<file path="src/rtl/mem_stage.sv">
`default_nettype none
// ============================================================================
// mem_stage: pipeline memory stage; issues dmem loads/stores, formats load data
// and registers the write_back result. Option MISALIGN_TRAP_EN. Rev 1.0
// ============================================================================
module mem_stage #(
    parameter int ADDR_W = 32,
    parameter int DATA_W = 32
) (
    input  logic              clk,
    input  logic              rst_n,
    input  logic              in_valid,
    input  logic [6:0]        in_opcode,
    input  logic [2:0]        in_funct3,
    input  logic [ADDR_W-1:0] in_addr,
    input  logic [DATA_W-1:0] in_store_data,
    input  logic [4:0]        in_rd_s,
    input  logic              in_regf_we,
    output logic              stall,
    output logic [ADDR_W-1:0] dmem_addr,
    output logic [3:0]        dmem_rmask,
    output logic [3:0]        dmem_wmask,
    output logic [DATA_W-1:0] dmem_wdata,
    input  logic [DATA_W-1:0] dmem_rdata,
    input  logic              dmem_resp,
    output logic              out_valid,
    output logic [6:0]        out_opcode,
    output logic [4:0]        out_rd_s,
    output logic [DATA_W-1:0] out_rd_v,
    output logic              out_regf_we
);

    localparam logic [6:0] OP_B_LOAD  = 7'b0000011;
    localparam logic [6:0] OP_B_STORE = 7'b0100011;

    typedef enum logic [0:0] {
        S_IDLE = 1'b0,
        S_WAIT = 1'b1
    } state_t;

    state_t state;

    logic [6:0]        hold_opcode;
    logic [2:0]        hold_funct3;
    logic [ADDR_W-1:0] hold_addr;
    logic [DATA_W-1:0] hold_store_data;
    logic [4:0]        hold_rd_s;
    logic              hold_regf_we;

    logic              is_mem;
    logic              misaligned;
    logic              hold_is_store;
    logic [3:0]        hold_mask;

    // Masks wider than a word are truncated by the 4-bit result.
    function automatic logic [3:0] byte_mask(input logic [1:0] size, input logic [1:0] off);
        case (size)
            2'b00:   byte_mask = 4'b0001 << off;
            2'b01:   byte_mask = 4'b0011 << off;
            default: byte_mask = 4'b1111;
        endcase
    endfunction

    function automatic logic [DATA_W-1:0] load_format(input logic [2:0]        funct3,
                                                      input logic [1:0]        off,
                                                      input logic [DATA_W-1:0] rdata);
        logic [DATA_W-1:0] lane;
        lane = rdata >> {off, 3'b000};
        case (funct3)
            3'b000:  load_format = {{(DATA_W-8){lane[7]}}, lane[7:0]};
            3'b100:  load_format = {{(DATA_W-8){1'b0}}, lane[7:0]};
            3'b001:  load_format = {{(DATA_W-16){lane[15]}}, lane[15:0]};
            3'b101:  load_format = {{(DATA_W-16){1'b0}}, lane[15:0]};
            default: load_format = rdata;
        endcase
    endfunction

    assign is_mem        = (in_opcode == OP_B_LOAD) || (in_opcode == OP_B_STORE);
    assign hold_is_store = (hold_opcode == OP_B_STORE);
    assign hold_mask     = byte_mask(hold_funct3[1:0], hold_addr[1:0]);

`ifdef MISALIGN_TRAP_EN
    assign misaligned = ((in_funct3[1:0] == 2'b01) && in_addr[0]) ||
                        ((in_funct3[1:0] == 2'b10) && (in_addr[1:0] != 2'b00));
`else
    assign misaligned = 1'b0;
`endif

    // dmem side is a pure function of state and the held request, so an
    // asynchronous reset (state -> IDLE) withdraws the request immediately.
    assign stall      = (state == S_WAIT) && in_valid;
    assign dmem_addr  = {hold_addr[ADDR_W-1:2], 2'b00};
    assign dmem_rmask = ((state == S_WAIT) && !hold_is_store) ? hold_mask : 4'b0000;
    assign dmem_wmask = ((state == S_WAIT) &&  hold_is_store) ? hold_mask : 4'b0000;
    assign dmem_wdata = (state == S_WAIT) ? (hold_store_data << {hold_addr[1:0], 3'b000})
                                          : '0;

    always_ff @(posedge clk or negedge rst_n) begin
        if (!rst_n) begin
            state           <= S_IDLE;
            hold_opcode     <= '0;
            hold_funct3     <= '0;
            hold_addr       <= '0;
            hold_store_data <= '0;
            hold_rd_s       <= '0;
            hold_regf_we    <= 1'b0;
            out_valid       <= 1'b0;
            out_opcode      <= '0;
            out_rd_s        <= '0;
            out_rd_v        <= '0;
            out_regf_we     <= 1'b0;
        end else begin
            out_valid   <= 1'b0;
            out_regf_we <= 1'b0;
            case (state)
                S_IDLE: begin
                    if (in_valid) begin
                        if (is_mem && !misaligned) begin
                            hold_opcode     <= in_opcode;
                            hold_funct3     <= in_funct3;
                            hold_addr       <= in_addr;
                            hold_store_data <= in_store_data;
                            hold_rd_s       <= in_rd_s;
                            hold_regf_we    <= in_regf_we;
                            state           <= S_WAIT;
                        end else begin
                            // ALU result, or a trapped misaligned access
                            out_valid   <= 1'b1;
                            out_opcode  <= in_opcode;
                            out_rd_s    <= in_rd_s;
                            out_rd_v    <= DATA_W'(in_addr);
                            out_regf_we <= in_regf_we & ~is_mem;
                        end
                    end
                end
                S_WAIT: begin
                    if (dmem_resp) begin
                        state      <= S_IDLE;
                        out_valid  <= 1'b1;
                        out_opcode <= hold_opcode;
                        out_rd_s   <= hold_rd_s;
                        if (hold_is_store) begin
                            out_rd_v    <= '0;
                            out_regf_we <= 1'b0;
                        end else begin
                            out_rd_v    <= load_format(hold_funct3, hold_addr[1:0], dmem_rdata);
                            out_regf_we <= hold_regf_we;
                        end
                    end
                end
                default: state <= S_IDLE;
            endcase
        end
    end

endmodule
`default_nettype wire

</file>
<file path="config.mk">
export PLATFORM = sky130hd
export DESIGN_NAME = mem_stage
export DESIGN_NICKNAME = d
export VERILOG_FILES = /design/src/rtl/mem_stage.sv
export SDC_FILE = /design/constraint.sdc
export NUM_CORES = 1
export LEC_CHECK = 0
export CORE_ASPECT_RATIO = 0.7
export CORE_MARGIN = 4
export CORE_UTILIZATION = 58
export CTS_CLUSTER_SIZE = 16
export DETAILED_ROUTE_END_ITERATION = 8
export DONT_BUFFER_PORTS = 1
export PLACE_DENSITY_LB_ADDON = 0.12
export SLEW_MARGIN = 20
export SYNTH_ARGS = -nofsm -noshare
export SYNTH_HDL_FRONTEND = slang
export SYNTH_SLANG_ARGS = --single-unit
</file>
<file path="constraint.sdc">
create_clock -name clk -period 2.1 [get_ports clk]
set_input_delay 0.63 -clock clk [delete_from_list [all_inputs] [get_ports clk]]
set_output_delay 0.63 -clock clk [all_outputs]
set_load 0.01 [all_outputs]
</file>
==> qor.csv, run 1 <==
metric,value,unit
status,"finished, violations left",
failing checks,"hold timing, setup timing",
Power per Cell Area,901.1,mW/mm^2
drt first pass iters,5,
relative slew slack,66.57,%
Worst Path Arrival,1.67,ns
WL/cell,25.37,um
CP Class,reg -> out,
maximum clock insertion buffer count,2,
die area,0.01341,mm^2
Layout area overhead,23.49,%
Vias per Instance,6.569,
Leakage,3.549,nW
Num CTS Buffers,17,
fin nets,730,
Synth Area per Inst,11.07,um^2
final worst path period share,109.3,%
Die Y,98.11,um
CTS tree,built,
VDD IR max,0.6375,mV
CP Launch Type,flip-flop,
initial antenna violation count,2,
Final Skew,0.009309,ns
Total GRT Usage,29.05,%
Final Max Slew Viols,0,
Fillers,730,
remaining antenna violation count,0,
"slowest stage delay, CP",0.44,ns
Post-Syn Area,0.006728,mm^2
"Max stage delay cell, worst path",dfrtp_2,
CORE AREA,0.01117,mm^2
Post-route DRC,0,
TNS Setup,-3.980,ns
ys async rst share,100.0,%
Tmin final,2.295,ns
"Primary FF master, synth",dfrtp_1,
Clock Latency Late Sink,0.41,ns
CP top delay family,flip-flops,
crit-path max FO,7,
Sink Count,127,
RSZ-0062 raised after global routing,yes,
Crit. End Element,primary output,
# port buffers,0,
largest net degree at the start of global routing,128,
Placement Setup Slack,0.05174,ns
"FF+latch count, synth",127,
IO Count,235,
first-pass GRT wire length,30240,um
Routed WL,19820,um
Inst Count DP,723,
vias in the first global route,5262,
Gate Count Post-Synth,608,
final total power,7.487,mW
CTS H-Tree Depth,4,
Die Wd,136.7,um
Max Cap Viol,0,
f_max,0.4357,GHz
Rows,32,
Placer Congestion,0.9434,
"Seq/Total Area, Yosys",47.24,%
crit path buf inv count,3,
setup ws final,-0.1954,ns
GRT overflow,0,
Clock transition at path regs,0.06,ns
Synth warnings,0,
worst hold margin,-0.09360,ns
initial DRC count,315,
Vias,5130,
final count of negative-setup-slack endpoints,39,
Post-synth EDFFs,0,
Worst Tran Pin Value,0.5007,ns
Final Hold Fails,127,
post-synth cell types,48,
DP Wirelength,13430,um
effective utilization at floorplan,60.23,%
required time of the critical path,1.47,ns
CP cell instances,buf_12 > nand2b_4 > inv_2 > a211oi_4 > nor2_1 > buf_4,
ratio of cells with drive above 1 in the final layout,42.90,%
Final Non-Filler Cells,781,
Hold WC Path Type,in -> async,
CTS root buffer,clkbuf_16,
==> kinds of logic (layout without fill, tap and decap cells) <==
family	Yosys count	count (layout)	share of synthesized area, %
muxes	119	119	19.25
and+or+nand+nor	137	137	10.68
other	1	3	0.05574
AOI/OAI and AO/OA	138	139	15.58
DFF	127	127	47.24
buffers and inverters	86	103	7.197
==> sequential cells by signal, indices dropped and copies added (netlist names), 3 cells and up <==
name,flops
hold_store_data,32
hold_addr,32
out_rd_v,32
hold_rd_s,5
hold_opcode,7
out_rd_s,5
out_opcode,7
hold_funct3,3
==> cell usage in the layout (no fill, tap or decap), drive strengths merged, types with 12 or more instances in the layout <==
cell type / Yosys / routed
mux2i: 39 / 39
mux2: 80 / 80
a211oi: 19 / 19
nand3: 19 / 19
nor2: 46 / 46
clkbuf: 32 / 18
buf: 46 / 63
a2bb2oi: 14 / 14
o21a: 19 / 19
and3: 17 / 17
o21ai: 21 / 21
o32a: 17 / 17
and2: 15 / 15
a21oi: 12 / 12
dfrtp: 127 / 127
==> per-stage QoR <==
step | instance area [um^2] | hold slack (ns) | util, %
after floorplan | 6780 | 0.3344 | -
after global placement | 6913 | 0.3373 | 61.88
after detailed placement | 6913 | 0.3374 | 61.88
after CTS | 8044 | -0.1056 | 72.01
after global routing | 8308 | -0.1185 | 74.37
final | 8308 | -0.09360 | 74.37
==> cells in the mapped netlist, drive strengths merged, types with 2 or more instances <==
cell	n	area (um^2)
o21a	19	142.6
and2	15	93.84
nor2b	11	68.82
and3	17	106.4
nand2	7	26.28
a2bb2oi	14	122.6
mux2i	39	390.4
clkbuf	32	120.1
o31ai	6	45.04
a21oi	12	60.06
o221ai	8	76.32
inv	7	26.28
o2bb2ai	2	17.52
o21ai	21	105.1
nand2b	11	68.82
o211ai	2	15.01
a211oi	19	142.6
dfrtp	127	3178
a32o	2	20.02
o32a	17	170.2
a221o	5	50.05
a31oi	5	31.28
or2	3	18.77
nand3	19	95.09
buf	46	334.1
nor3	2	10.01
a22oi	3	22.52
nor2	46	172.7
mux2	80	904.6
==> power by group <==
group,total (mW),internal [mW],switching (mW)
Sequential,3.10,2.75,0.350
Clock,3.04,1.89,1.16
Combinational,1.35,0.700,0.647
==> metal layers <==
layer  vias up  wire length, um  global-route usage, %
met3        49             2230                  10.61
li1       2217                -                      -
met1      2576             7850                  38.93
met5         -                7                      0
met2       286             9193                  43.41
met4         2              535                  10.77
==> area by class of cell <==
cell class,count,area [um^2],area share [%]
multi-input cells,397,3588,43.19
flip-flops and latches,127,3184,38.33
repair buffers,63,696.9,8.389
clock buffers,18,429.2,5.166
well taps,153,191.4,2.304
clock inverters,14,181.4,2.184
inverters,8,33.78,0.4066
diodes,1,2.502,0.03012
==> repair_timing <==
item / 4_1_cts / 5_1_grt
pin swaps: 22 / 34
buffers inserted: 14 / 8
setup endpoints to repair: 40 / 62
hold endpoints to repair: 127 / 127
gates cloned: 2 / 1
gates resized for setup: 93 / 41
==> path summary, 6_finish.rpt <==
check | slack (ns) | from | to | cells after the start
min in group clk | 0.32 | dmem_resp | state | 1
max | -0.20 | hold_addr[0] | dmem_rmask[2] | 6
max in group asynchronous | 2.02 | rst_n | hold_funct3[1] | 0
min | -0.09 | rst_n | out_opcode[6] | 0
min reg2reg | 0.50 | hold_store_data[25] | hold_store_data[25] | 1
max reg2reg | 0.01 | hold_addr[0] | out_rd_v[29] | 6
Power figures use the tool's default switching activity.
==> run 2: changes to the inputs <==
--- a/config.mk
+++ b/config.mk
@@ -7,9 +7,9 @@
 export LEC_CHECK = 0
 export CORE_ASPECT_RATIO = 0.7
-export CORE_MARGIN = 4
 export CORE_UTILIZATION = 58
 export CTS_CLUSTER_SIZE = 16
 export DETAILED_ROUTE_END_ITERATION = 8
 export DONT_BUFFER_PORTS = 1
+export HOLD_SLACK_MARGIN = 0.02
 export PLACE_DENSITY_LB_ADDON = 0.12
 export SLEW_MARGIN = 20
==> constraint.sdc (replaced) <==
create_clock -name clk -period 2.1 [get_ports clk]
set_input_delay 0.63 -clock clk [delete_from_list [all_inputs] [get_ports clk]]
set_output_delay 0.63 -clock clk [all_outputs]
set_load 0.1 [all_outputs]
==> run 2 against run 1 <==
Compared with the run above:
- the flow still finishes with violations (hold timing, setup timing)
- critical path depth decreased by 2
- sequential share of layout area decreased by 5.0 points
- design area increased by 15%
- worst setup slack got worse by 0.17 ns
- clock power increased by 2%
- combinational power increased by 81%
- via count increased by 10%
- power increased by 21%
- critical endpoint is now dmem_wdata[30]
==> qor.csv, run 2 (synthesized netlist as in run 1, its figures left out) <==
metric,value,unit,change
status,"finished, violations left",,
failing checks,"hold timing, setup timing",,
CP Launch Type,flip-flop,,
Power per Cell Area,951.3,mW/mm^2,+5.6%
CP cell instances,buf_16 > mux2i_4 > a211oi_4 > buf_12,,
Worst Path Arrival,1.83,ns,+0.16 ns
Inst Count DP,800,,+11%
"most common cell after layout, fill and taps aside",dfrtp_1,,
CORE AREA,0.01117,mm^2,unchanged
GRT overflow,0,,unchanged
post-route cell area,0.009547,mm^2,+15%
Total GRT Usage,36.79,%,+7.7 points
CP Class,reg -> out,,
Final Hold Fails,127,,unchanged
setup ws final,-0.3617,ns,-0.1663 ns
Sink Count,127,,unchanged
Die Wd,130.7,um,-4.4%
Max Cap Viol,0,,unchanged
first-pass GRT wire length,32860,um,+8.7%
Placed Area,0.008185,mm^2,+18%
initial DRC count,515,,+63%
Vias per Instance,6.583,,+0.21%
effective utilization at floorplan,60.23,%,unchanged
vias in the first global route,5873,,+12%
Final Non-Filler Cells,860,,+10%
WL/cell,25.40,um,+0.11%
CTS root buffer,clkbuf_16,,
CTS tree,built,,
Clock Latency Late Sink,0.42,ns,about the same
final total power,9.081,mW,+21%
drt first pass iters,5,,unchanged
ratio of cells with drive above 1 in the final layout,51.49,%,+8.6 points
Final Max Slew Viols,0,,unchanged
# port buffers,0,,unchanged
Die Y,92.11,um,-6.1%
Reg2Reg Depth,7,,+1
final count of negative-setup-slack endpoints,59,,+51%
f_max,0.4062,GHz,-6.8%
required time of the critical path,1.47,ns,about the same
remaining antenna violation count,0,,unchanged
most frequent cells in the layout,"dfrtp_1 (123), buf_4 (84), mux2_2 (79), buf_12 (43), mux2i_1 (27)",,
Routed WL,21850,um,+10%
VDD IR max,0.7109,mV,+12%
initial antenna violation count,1,,-1
Leakage,4.045,nW,+14%
biggest regs,"hold_addr x32, hold_store_data x32, out_rd_v x32",,
Tmin final,2.462,ns,+0.1663 ns
reg2reg start,hold_addr[0],,
Post-route DRC,0,,unchanged
RSZ-0062 raised after global routing,yes,,
CP top delay family,flip-flops,,
crit path buf inv count,2,,-1
fin nets,808,,+11%
crit-path max FO,16,,+9
TNS Setup,-12.84,ns,-8.856 ns
maximum clock insertion buffer count,2,,unchanged
final design utilization,85.46,%,+11 points
Final Skew,0.01113,ns,+0.001818 ns
"Max stage delay cell, worst path",dfrtp_2,,
Hold WC Path Type,in -> async,,
flop2flop setup slack,-0.15,ns,-0.16 ns
number of stages on the worst setup path,4,,-2
"slowest stage delay, CP",0.47,ns,+0.03 ns
Placement Setup Slack,-0.01131,ns,-0.06305 ns
Num CTS Buffers,17,,unchanged
R2R Path End,out_rd_v[24],,
Rows,32,,unchanged
CTS H-Tree Depth,4,,unchanged
Worst Tran Pin Value,0.9041,ns,+0.4034 ns
DP Wirelength,13880,um,+3.4%
worst hold margin,-0.09526,ns,-0.001654 ns
Crit. End Element,primary output,,
final worst path period share,117.2,%,+7.9 points
Clock transition at path regs,0.06,ns,about the same
Layout area overhead,41.90,%,
largest net degree at the start of global routing,128,,unchanged
Vias,5661,,+10%
Placer Congestion,0.8875,,-5.9%
die area,0.01204,mm^2,-10%
relative slew slack,39.73,%,-27 points
IO Count,235,,unchanged
-- run 2: cell count changes in the layout (fill, tap and decap cells not counted), sizes merged --
cell      previous run  this run
bufinv               3         4
clkinvlp             1         4
diode                1         2
clkinv               7         4
buf                 63       140
clkbuf              18        20
inv                 11         8
bufbuf               0         1
-- run 2: timing repair --
action                                  CTS  global route
cloned                                    3             0
endpoints found under the hold margin   127           127
endpoints found under the setup margin   53            73
gates resized for setup                  70            36
buffers inserted                         20             5
pin swaps                                37            22
-- run 2: worst max-delay path by stage --
stage	from	to	slack, ns
floorplan	hold_addr[0]	dmem_wdata[24]	-0.52
global placement	state	dmem_wdata[19]	0.06
detailed placement	hold_addr[0]	out_rd_v[27]	-0.01
CTS	hold_addr[0]	dmem_wdata[23]	-0.35
global route	hold_addr[0]	dmem_wdata[18]	-0.42
finish	hold_addr[0]	dmem_wdata[30]	-0.36
-- run 2: report_power, final --
| group | switching [mW] | leakage [nW] | internal, mW |
|---|---|---|---|
| clock | 1.12 | 0.295 | 1.97 |
| combinational | 1.62 | 2.14 | 0.837 |
| sequential | 0.808 | 1.61 | 2.73 |
| total | 3.55 | 4.04 | 5.53 |
-- run 2: final cells by class --
type	count	area, um^2
inverters	8	50.05
repair buffers	141	1694
well taps	153	191.4
diodes	2	5.005
fillers	512	1624
flip-flops and latches	127	3183
clock buffers	20	466.7
multi-input cells	397	3800
clock inverters	12	156.4
-- run 2: metal layers --
layer | global-route usage (%) | part of all wire, % | vias to the layer above
li1 | - | - | 2379
met1 | 46.80 | 38 | 2844
met2 | 58.51 | 49 | 354
met3 | 10.97 | 9.9 | 84
met4 | 14.85 | 3.5 | 0
met5 | 0.4525 | 0 | -
